==> src/rtl/posit_decoder.sv <==
// posit_decoder: bit-serial unpacker for 32-bit posits (es=3).
// Walks bits 30..0 one per cycle through REGIME, EXP and MANT, then publishes
// sign, regime value k, exponent and left-aligned fraction with a one-cycle done.
//
// Interface handshake: start is a level request that is only looked at while
// the unit is idle; the posit is captured on the accepting edge. done pulses
// for one cycle and the result outputs stay valid until the following done.
module posit_decoder #(
    parameter int N         = 32,
    parameter int ES        = 3,
    parameter bit TWOS_COMP = 1'b0
) (
    input  logic          clk,
    input  logic          rst,
    input  logic          start,
    input  logic [N-1:0]  posit_in,
    output logic          sign_out,
    output logic [5:0]    k_out,
    output logic [ES-1:0] exp_out,
    output logic [N-1:0]  mantissa_out,
    output logic          is_zero,
    output logic          is_nar,
    output logic          done
);
    localparam int IW = $clog2(N);
    localparam int EW = $clog2(ES);

    typedef enum logic [2:0] {
        S_IDLE, S_SIGN, S_REGIME, S_EXP, S_MANT, S_DONE
    } state_t;

    state_t        state_q, state_d;
    logic [N-1:0]  pos_q, pos_d;
    logic [IW-1:0] idx_q, idx_d;
    logic [IW-1:0] cnt_q, cnt_d;
    logic          sign_q, sign_d;
    logic [5:0]    k_q, k_d;
    logic [ES-1:0] exp_q, exp_d;
    logic [N-1:0]  mant_q, mant_d;
    logic          zero_q, zero_d;
    logic          nar_q, nar_d;

    logic          sign_out_q, sign_out_d;
    logic [5:0]    k_out_q, k_out_d;
    logic [ES-1:0] exp_out_q, exp_out_d;
    logic [N-1:0]  mant_out_q, mant_out_d;
    logic          is_zero_q, is_zero_d;
    logic          is_nar_q, is_nar_d;
    logic          done_q, done_d;

    logic          cur_bit;
    logic          reg_term;
    logic [EW-1:0] e_pos;
    logic [IW-1:0] m_pos;

    // State and result registers; synchronous active-low reset clears everything.
    always_ff @(posedge clk) begin
        if (!rst) begin
            state_q    <= S_IDLE;
            pos_q      <= '0;
            idx_q      <= '0;
            cnt_q      <= '0;
            sign_q     <= 1'b0;
            k_q        <= '0;
            exp_q      <= '0;
            mant_q     <= '0;
            zero_q     <= 1'b0;
            nar_q      <= 1'b0;
            sign_out_q <= 1'b0;
            k_out_q    <= '0;
            exp_out_q  <= '0;
            mant_out_q <= '0;
            is_zero_q  <= 1'b0;
            is_nar_q   <= 1'b0;
            done_q     <= 1'b0;
        end else begin
            state_q    <= state_d;
            pos_q      <= pos_d;
            idx_q      <= idx_d;
            cnt_q      <= cnt_d;
            sign_q     <= sign_d;
            k_q        <= k_d;
            exp_q      <= exp_d;
            mant_q     <= mant_d;
            zero_q     <= zero_d;
            nar_q      <= nar_d;
            sign_out_q <= sign_out_d;
            k_out_q    <= k_out_d;
            exp_out_q  <= exp_out_d;
            mant_out_q <= mant_out_d;
            is_zero_q  <= is_zero_d;
            is_nar_q   <= is_nar_d;
            done_q     <= done_d;
        end
    end

    // Next-state and field extraction; one posit bit consumed per scan cycle.
    always_comb begin
        state_d    = state_q;
        pos_d      = pos_q;
        idx_d      = idx_q;
        cnt_d      = cnt_q;
        sign_d     = sign_q;
        k_d        = k_q;
        exp_d      = exp_q;
        mant_d     = mant_q;
        zero_d     = zero_q;
        nar_d      = nar_q;
        sign_out_d = sign_out_q;
        k_out_d    = k_out_q;
        exp_out_d  = exp_out_q;
        mant_out_d = mant_out_q;
        is_zero_d  = is_zero_q;
        is_nar_d   = is_nar_q;
        done_d     = 1'b0;
        cur_bit    = pos_q[idx_q];
        reg_term   = 1'b0;
        e_pos      = EW'(ES - 1) - cnt_q[EW-1:0];
        m_pos      = IW'(N - 1) - cnt_q;

        case (state_q)
            S_IDLE: begin
                if (start) begin
                    pos_d   = posit_in;
                    idx_d   = IW'(N - 2);
                    cnt_d   = '0;
                    sign_d  = 1'b0;
                    k_d     = '0;
                    exp_d   = '0;
                    mant_d  = '0;
                    zero_d  = 1'b0;
                    nar_d   = 1'b0;
                    state_d = S_SIGN;
                end
            end
            S_SIGN: begin
                sign_d = pos_q[N-1];
                if (pos_q == '0) begin
                    zero_d  = 1'b1;
                    state_d = S_DONE;
                end else if (pos_q == {1'b1, {(N-1){1'b0}}}) begin
                    nar_d   = 1'b1;
                    state_d = S_DONE;
                end else begin
                    if (TWOS_COMP && pos_q[N-1]) begin
                        pos_d = ~pos_q + N'(1);
                    end
                    state_d = S_REGIME;
                end
            end
            S_REGIME: begin
                // Run polarity is bit 30 of the scanned word, which is the first regime bit.
                if (idx_q == IW'(N - 2)) begin
                    k_d = cur_bit ? 6'd0 : 6'h3F;
                end else if (cur_bit == pos_q[N-2]) begin
                    k_d = pos_q[N-2] ? (k_q + 6'd1) : (k_q - 6'd1);
                end else begin
                    reg_term = 1'b1;
                end
                if (idx_q == '0) begin
                    state_d = S_DONE;
                end else begin
                    idx_d = idx_q - IW'(1);
                    if (reg_term) begin
                        cnt_d   = '0;
                        state_d = S_EXP;
                    end
                end
            end
            S_EXP: begin
                exp_d[e_pos] = cur_bit;
                if (idx_q == '0) begin
                    state_d = S_DONE;
                end else begin
                    idx_d = idx_q - IW'(1);
                    if (cnt_q == IW'(ES - 1)) begin
                        cnt_d   = '0;
                        state_d = S_MANT;
                    end else begin
                        cnt_d = cnt_q + IW'(1);
                    end
                end
            end
            S_MANT: begin
                mant_d[m_pos] = cur_bit;
                cnt_d         = cnt_q + IW'(1);
                if (idx_q == '0) begin
                    state_d = S_DONE;
                end else begin
                    idx_d = idx_q - IW'(1);
                end
            end
            S_DONE: begin
                sign_out_d = sign_q;
                k_out_d    = k_q;
                exp_out_d  = exp_q;
                mant_out_d = mant_q;
                is_zero_d  = zero_q;
                is_nar_d   = nar_q;
                done_d     = 1'b1;
                state_d    = S_IDLE;
            end
            default: begin
                state_d = S_IDLE;
            end
        endcase
    end

    assign sign_out     = sign_out_q;
    assign k_out        = k_out_q;
    assign exp_out      = exp_out_q;
    assign mantissa_out = mant_out_q;
    assign is_zero      = is_zero_q;
    assign is_nar       = is_nar_q;
    assign done         = done_q;

endmodule
==> config.mk <==
export PLATFORM = sky130hd
export DESIGN_NAME = posit_decoder
export DESIGN_NICKNAME = d
export VERILOG_FILES = /design/src/rtl/posit_decoder.sv
export SDC_FILE = /design/constraint.sdc
export NUM_CORES = 1
export LEC_CHECK = 0
export ABC_CLOCK_PERIOD_IN_PS = 2700
export CAP_MARGIN = 20
export CORE_UTILIZATION = 45
export DETAILED_ROUTE_END_ITERATION = 8
export PLACE_DENSITY = 0.76
export SYNTH_ARGS = -nofsm -noshare
export SYNTH_HDL_FRONTEND = slang
export SYNTH_SLANG_ARGS = --single-unit
==> constraint.sdc <==
create_clock -name clk -period 2.7 [get_ports clk]
set_input_delay 0.27 -clock clk [delete_from_list [all_inputs] [get_ports clk]]
set_output_delay 0.27 -clock clk [all_outputs]
set_load 0.01 [all_outputs]
==> results of run 1 <==
==> registers in the layout, summed over array words and instances (netlist names), 3 cells and up <==
| name | cells |
|---|---|
| k_out | 6 |
| exp_q | 3 |
| cnt_q | 5 |
| exp_out | 3 |
| mant_q | 32 |
| idx_q | 5 |
| mantissa_out | 32 |
| state_q | 3 |
| pos_q | 32 |
| k_q | 6 |
==> worst max path at each step <==
stage,slack (ns),cells past startpoint,endpoint,from
global placement,0.04,8,k_q[5]$_SDFFE_PN0P_,idx_q[0]$_SDFFE_PN0P_
finish,0.22,7,k_q[5]$_SDFFE_PN0P_,idx_q[0]$_SDFFE_PN0P_
CTS,0.05,7,k_q[5]$_SDFFE_PN0P_,idx_q[0]$_SDFFE_PN0P_
floorplan,0.25,8,state_q[2]$_SDFFE_PN0P_,idx_q[0]$_SDFFE_PN0P_
detailed placement,-0.06,8,k_q[5]$_SDFFE_PN0P_,idx_q[0]$_SDFFE_PN0P_
global route,0.02,9,state_q[0]$_SDFFE_PN0P_,cnt_q[0]$_SDFFE_PN0P_
==> final cells by class <==
| type | count | area [um2] | share of cell area, % |
|---|---|---|---|
| clock buffer | 24 | 492 | 6.27 |
| clock inverter | 7 | 93.8 | 1.20 |
| tap | 176 | 220 | 2.81 |
| inverter | 14 | 52.6 | 0.670 |
| timing repair buffer | 99 | 940 | 12.0 |
| sequential | 134 | 2690 | 34.3 |
| multi-input combinational | 552 | 3360 | 42.8 |
==> layer usage <==
layer  GRT usage [%]  vias up
met5               0        -
met4            6.64        0
met3            4.67       13
met2            32.4      107
met1            28.1     2462
li1                -     2735
==> cell usage in the layout (no fill, tap or decap), types with 3 or more instances in the layout <==
master	synthesis	routed
clkbuf_8	0	4
clkdlybuf4s50_1	0	78
xnor2_1	5	5
nand3b_1	6	6
and2_1	28	28
o21ai_0	22	22
o2bb2ai_1	3	3
buf_4	0	19
nor3b_1	3	3
or3_1	8	8
nor2b_1	3	3
a21boi_0	96	96
nor3_1	5	5
mux4_1	5	5
nand2_1	200	200
clkbuf_1	45	3
a21o_1	3	3
ha_1	12	12
mux2i_1	7	7
dfxtp_1	134	133
xor2_1	3	3
inv_1	14	14
nand3_1	25	25
clkbuf_16	0	17
nand2b_1	3	3
o31ai_1	8	8
nor4_1	9	9
a22o_1	3	3
a221oi_1	3	3
o211ai_1	17	17
a21oi_1	14	14
nor2_1	17	16
nand4_1	5	5
or2_2	11	11
==> metrics by stage <==
stage / util [%] / instance area [um2]
finish: 58.3 / 7840
global placement: 53.9 / 7250
detailed placement: 53.9 / 7250
floorplan: - / 6280
CTS: 58.2 / 7840
global route: 58.3 / 7840
==> critical path, delay by kind of cell, from the launching register on <==
family	cells	cell delay (ns)
AOI/OAI and AO/OA	3	0.90
xor gates and xnor gates	1	0.20
buffers and inverters	1	0.19
DFF	1	0.41
muxes	1	0.58
and+or+nand+nor	1	0.09
==> Yosys cell counts, types with 2 or more instances <==
master       n
a21boi_0    96
a21o_1       3
a21oi_1     14
a221oi_1     3
a22o_1       3
a31oi_1      2
and2_1      28
buf_2        2
buf_6        2
clkbuf_1    45
dfxtp_1    134
ha_1        12
inv_1       14
mux2i_1      7
mux4_1       5
nand2_1    200
nand2b_1     3
nand3_1     25
nand3b_1     6
nand4_1      5
nor2_1      17
nor2b_1      3
nor3_1       5
nor3b_1      3
nor4_1       9
nor4b_1      3
o211ai_1    17
o21ai_0     22
o2bb2ai_1    3
o311ai_0     2
o31ai_1      8
o32ai_1      2
or2_2       11
or3_1        8
xnor2_1      5
xor2_1       3
==> repair_timing <==
item / in CTS / in global routing
hold buffers: 0 / 0
resized for setup: 1 / 3
endpoints found under the setup margin: 1 / 6
==> power groups by stage <==
stage	logic [mW]	clock network, mW	registers (mW)
floorplan	1.74	0	2.34
global placement	2.15	0	2.45
detailed placement	2.19	0	2.46
CTS	2.20	2.31	2.42
global route	2.49	2.41	2.46
finish	2.21	2.28	2.43
==> logic make-up (layout without fill, tap and decap cells) <==
family / after synthesis / count (layout) / synth area share, %
AND/OR/NAND/NOR: 333 / 333 / 24.6
AO/OA/AOI/OAI: 184 / 184 / 21.1
flip-flops: 134 / 134 / 42.7
buffers and inverters: 63 / 144 / 4.04
multiplexers: 14 / 14 / 3.74
adder cells (fa/ha/maj): 13 / 13 / 2.71
XOR/XNOR: 8 / 8 / 1.11
==> qor.yml, run 1 <==
drt:
  wl_met1_um: 6980
  routedWlPerCell_um: 13.9
  drt_iter0_markers: 297
  wl_met2_um: 6360
  firstDrtPassIters: 4
  viasPerCell: 5.29
  drc: 0
  wirelength_um: 14000
  top_layer_used: "met4"
  dr_total_vias: 5317
  ant_nets: 0
  met3_length_um: 518
clock_network:
  htreeDepth: 4
  cts.path.max_buffers: 2
  clock-sinks: 134
  tritoncts: "done"
  clockRootBuffer: "clkbuf_16"
  cts_inserted_buffers: 17
  clkTransAtPathRegs_ns: 0.06
  cts_setup_buffers: 0
  clk_latency_ns: 0.42
pwr:
  power_frac_clock_pct: 33.0
  power_switching_mw: 2.38
  internal_power_mw: 4.54
  seqPwrFrac_pct: 35.1
  leakage_nw: 2.70
  swShare_pct: 34.4
  finalPower_mw: 6.92
  ir_drop_v: 0.000663
  power_density_nw_per_um2: 883
  pwr-share-comb_pct: 32.0
critical_path:
  reg2reg_slack_ns: 0.22
  cp-start-kind: "register"
  reg2reg_to: "k_q[5]$_SDFFE_PN0P_"
  worstRegToRegCells: 7
  worstPathRequired_ns: 3.01
  arrival_ns: 2.79
  cp_slowest_cell: "mux4_1"
  end_kind: "register"
  timing.rr.start: "idx_q[0]$_SDFFE_PN0P_"
  crit_chain: "mux4_1, a221oi_1, a32o_2, buf_6, xor2_1, nor2_1, a221o_2"
  critPathMaxFanout: 19
  critPathMaxStageDelay_ns: 0.58
  path_class: "register to register"
grt:
  track_usage_pct: 20.7
  grt_pass1_vias: 5043
  grt_first_pass_wirelength_um: 24000
  antenna_found_initial: 0
  grt_overflow: 0
  grt_start_max_net_pins: 74
sta:
  finClkSkew_ns: 0.0115
  rsz0062_at_grt: "no"
  clock.fmax_ghz: 0.402
  timing.hold.ws_ns: 0.239
  finalCritPeriodShare_pct: 92.0
  setup_tns_ns: 0
  slew_headroom_pct: 49.1
  setup_viol: 0
  period_minus_slack_ns: 2.48
  worst_slew_pin_slew_ns: 0.763
  drv_slew: 0
  hold_viol: 0
  timing.final.ws_setup_ns: 0.215
placement:
  dpl.cell_count: 975
  post-dp-hpwl_um: 9300
  portBuffers: 79
  place_ws_ns: -0.0574
  place_congestion: 0.821
worst_hold_path:
  min_to: "mantissa_out[29]$_SDFFE_PN0P_"
  min_path_type: "input pin to register"
  holdPathStages: 2
  hold_start: "rst"
synth:
  synth_fp_nets: 797
  synthTopCellsByArea: "dfxtp_1, nand2_1, a21boi_0"
  ys.flop_type: "dfxtp_1"
  netlist-cell-type-count: 55
  synth.avg_cell_area_um2: 8.39
  synth_edf_count: 0
  yosys.area.top_type: "dfxtp_1"
  ys_ff_latch: 134
  ys_seq_area_share_pct: 42.7
  synthCells: 749
  synth_top_area_share_pct: 42.7
  ys_warn_count: 0
  async_flop_share_pct: 0
  synth_area_um2: 6280
status:
  run_status: "finished clean"
die:
  core_um2: 13500
  row_count: 42
  die_w_um: 120
  boundaryPins: 80
  initial_core_util_pct: 46.7
  design.die.area_um2: 14400
  die_y_um: 120
cells_and_area:
  finalNonFillerCells: 1006
  area_growth_pct: 24.8
  fillers: 1247
  drive_gt1_share_pct: 8.55
  layout.nets: 866
  antenna_cells: 0
job:
  maxCapViolations: 0
(Power assumes the default switching activity.)
==> run 2: changes to the inputs <==
--- a/config.mk
+++ b/config.mk
@@ -10,6 +10,7 @@
 export CORE_UTILIZATION = 45
 export DETAILED_ROUTE_END_ITERATION = 8
 export PLACE_DENSITY = 0.76
+export SLEW_MARGIN = 20
 export SYNTH_ARGS = -nofsm -noshare
 export SYNTH_HDL_FRONTEND = slang
 export SYNTH_SLANG_ARGS = --single-unit
==> results of run 2 <==
Same layout as run 1: the final DEF is identical, and so are final timing and power.
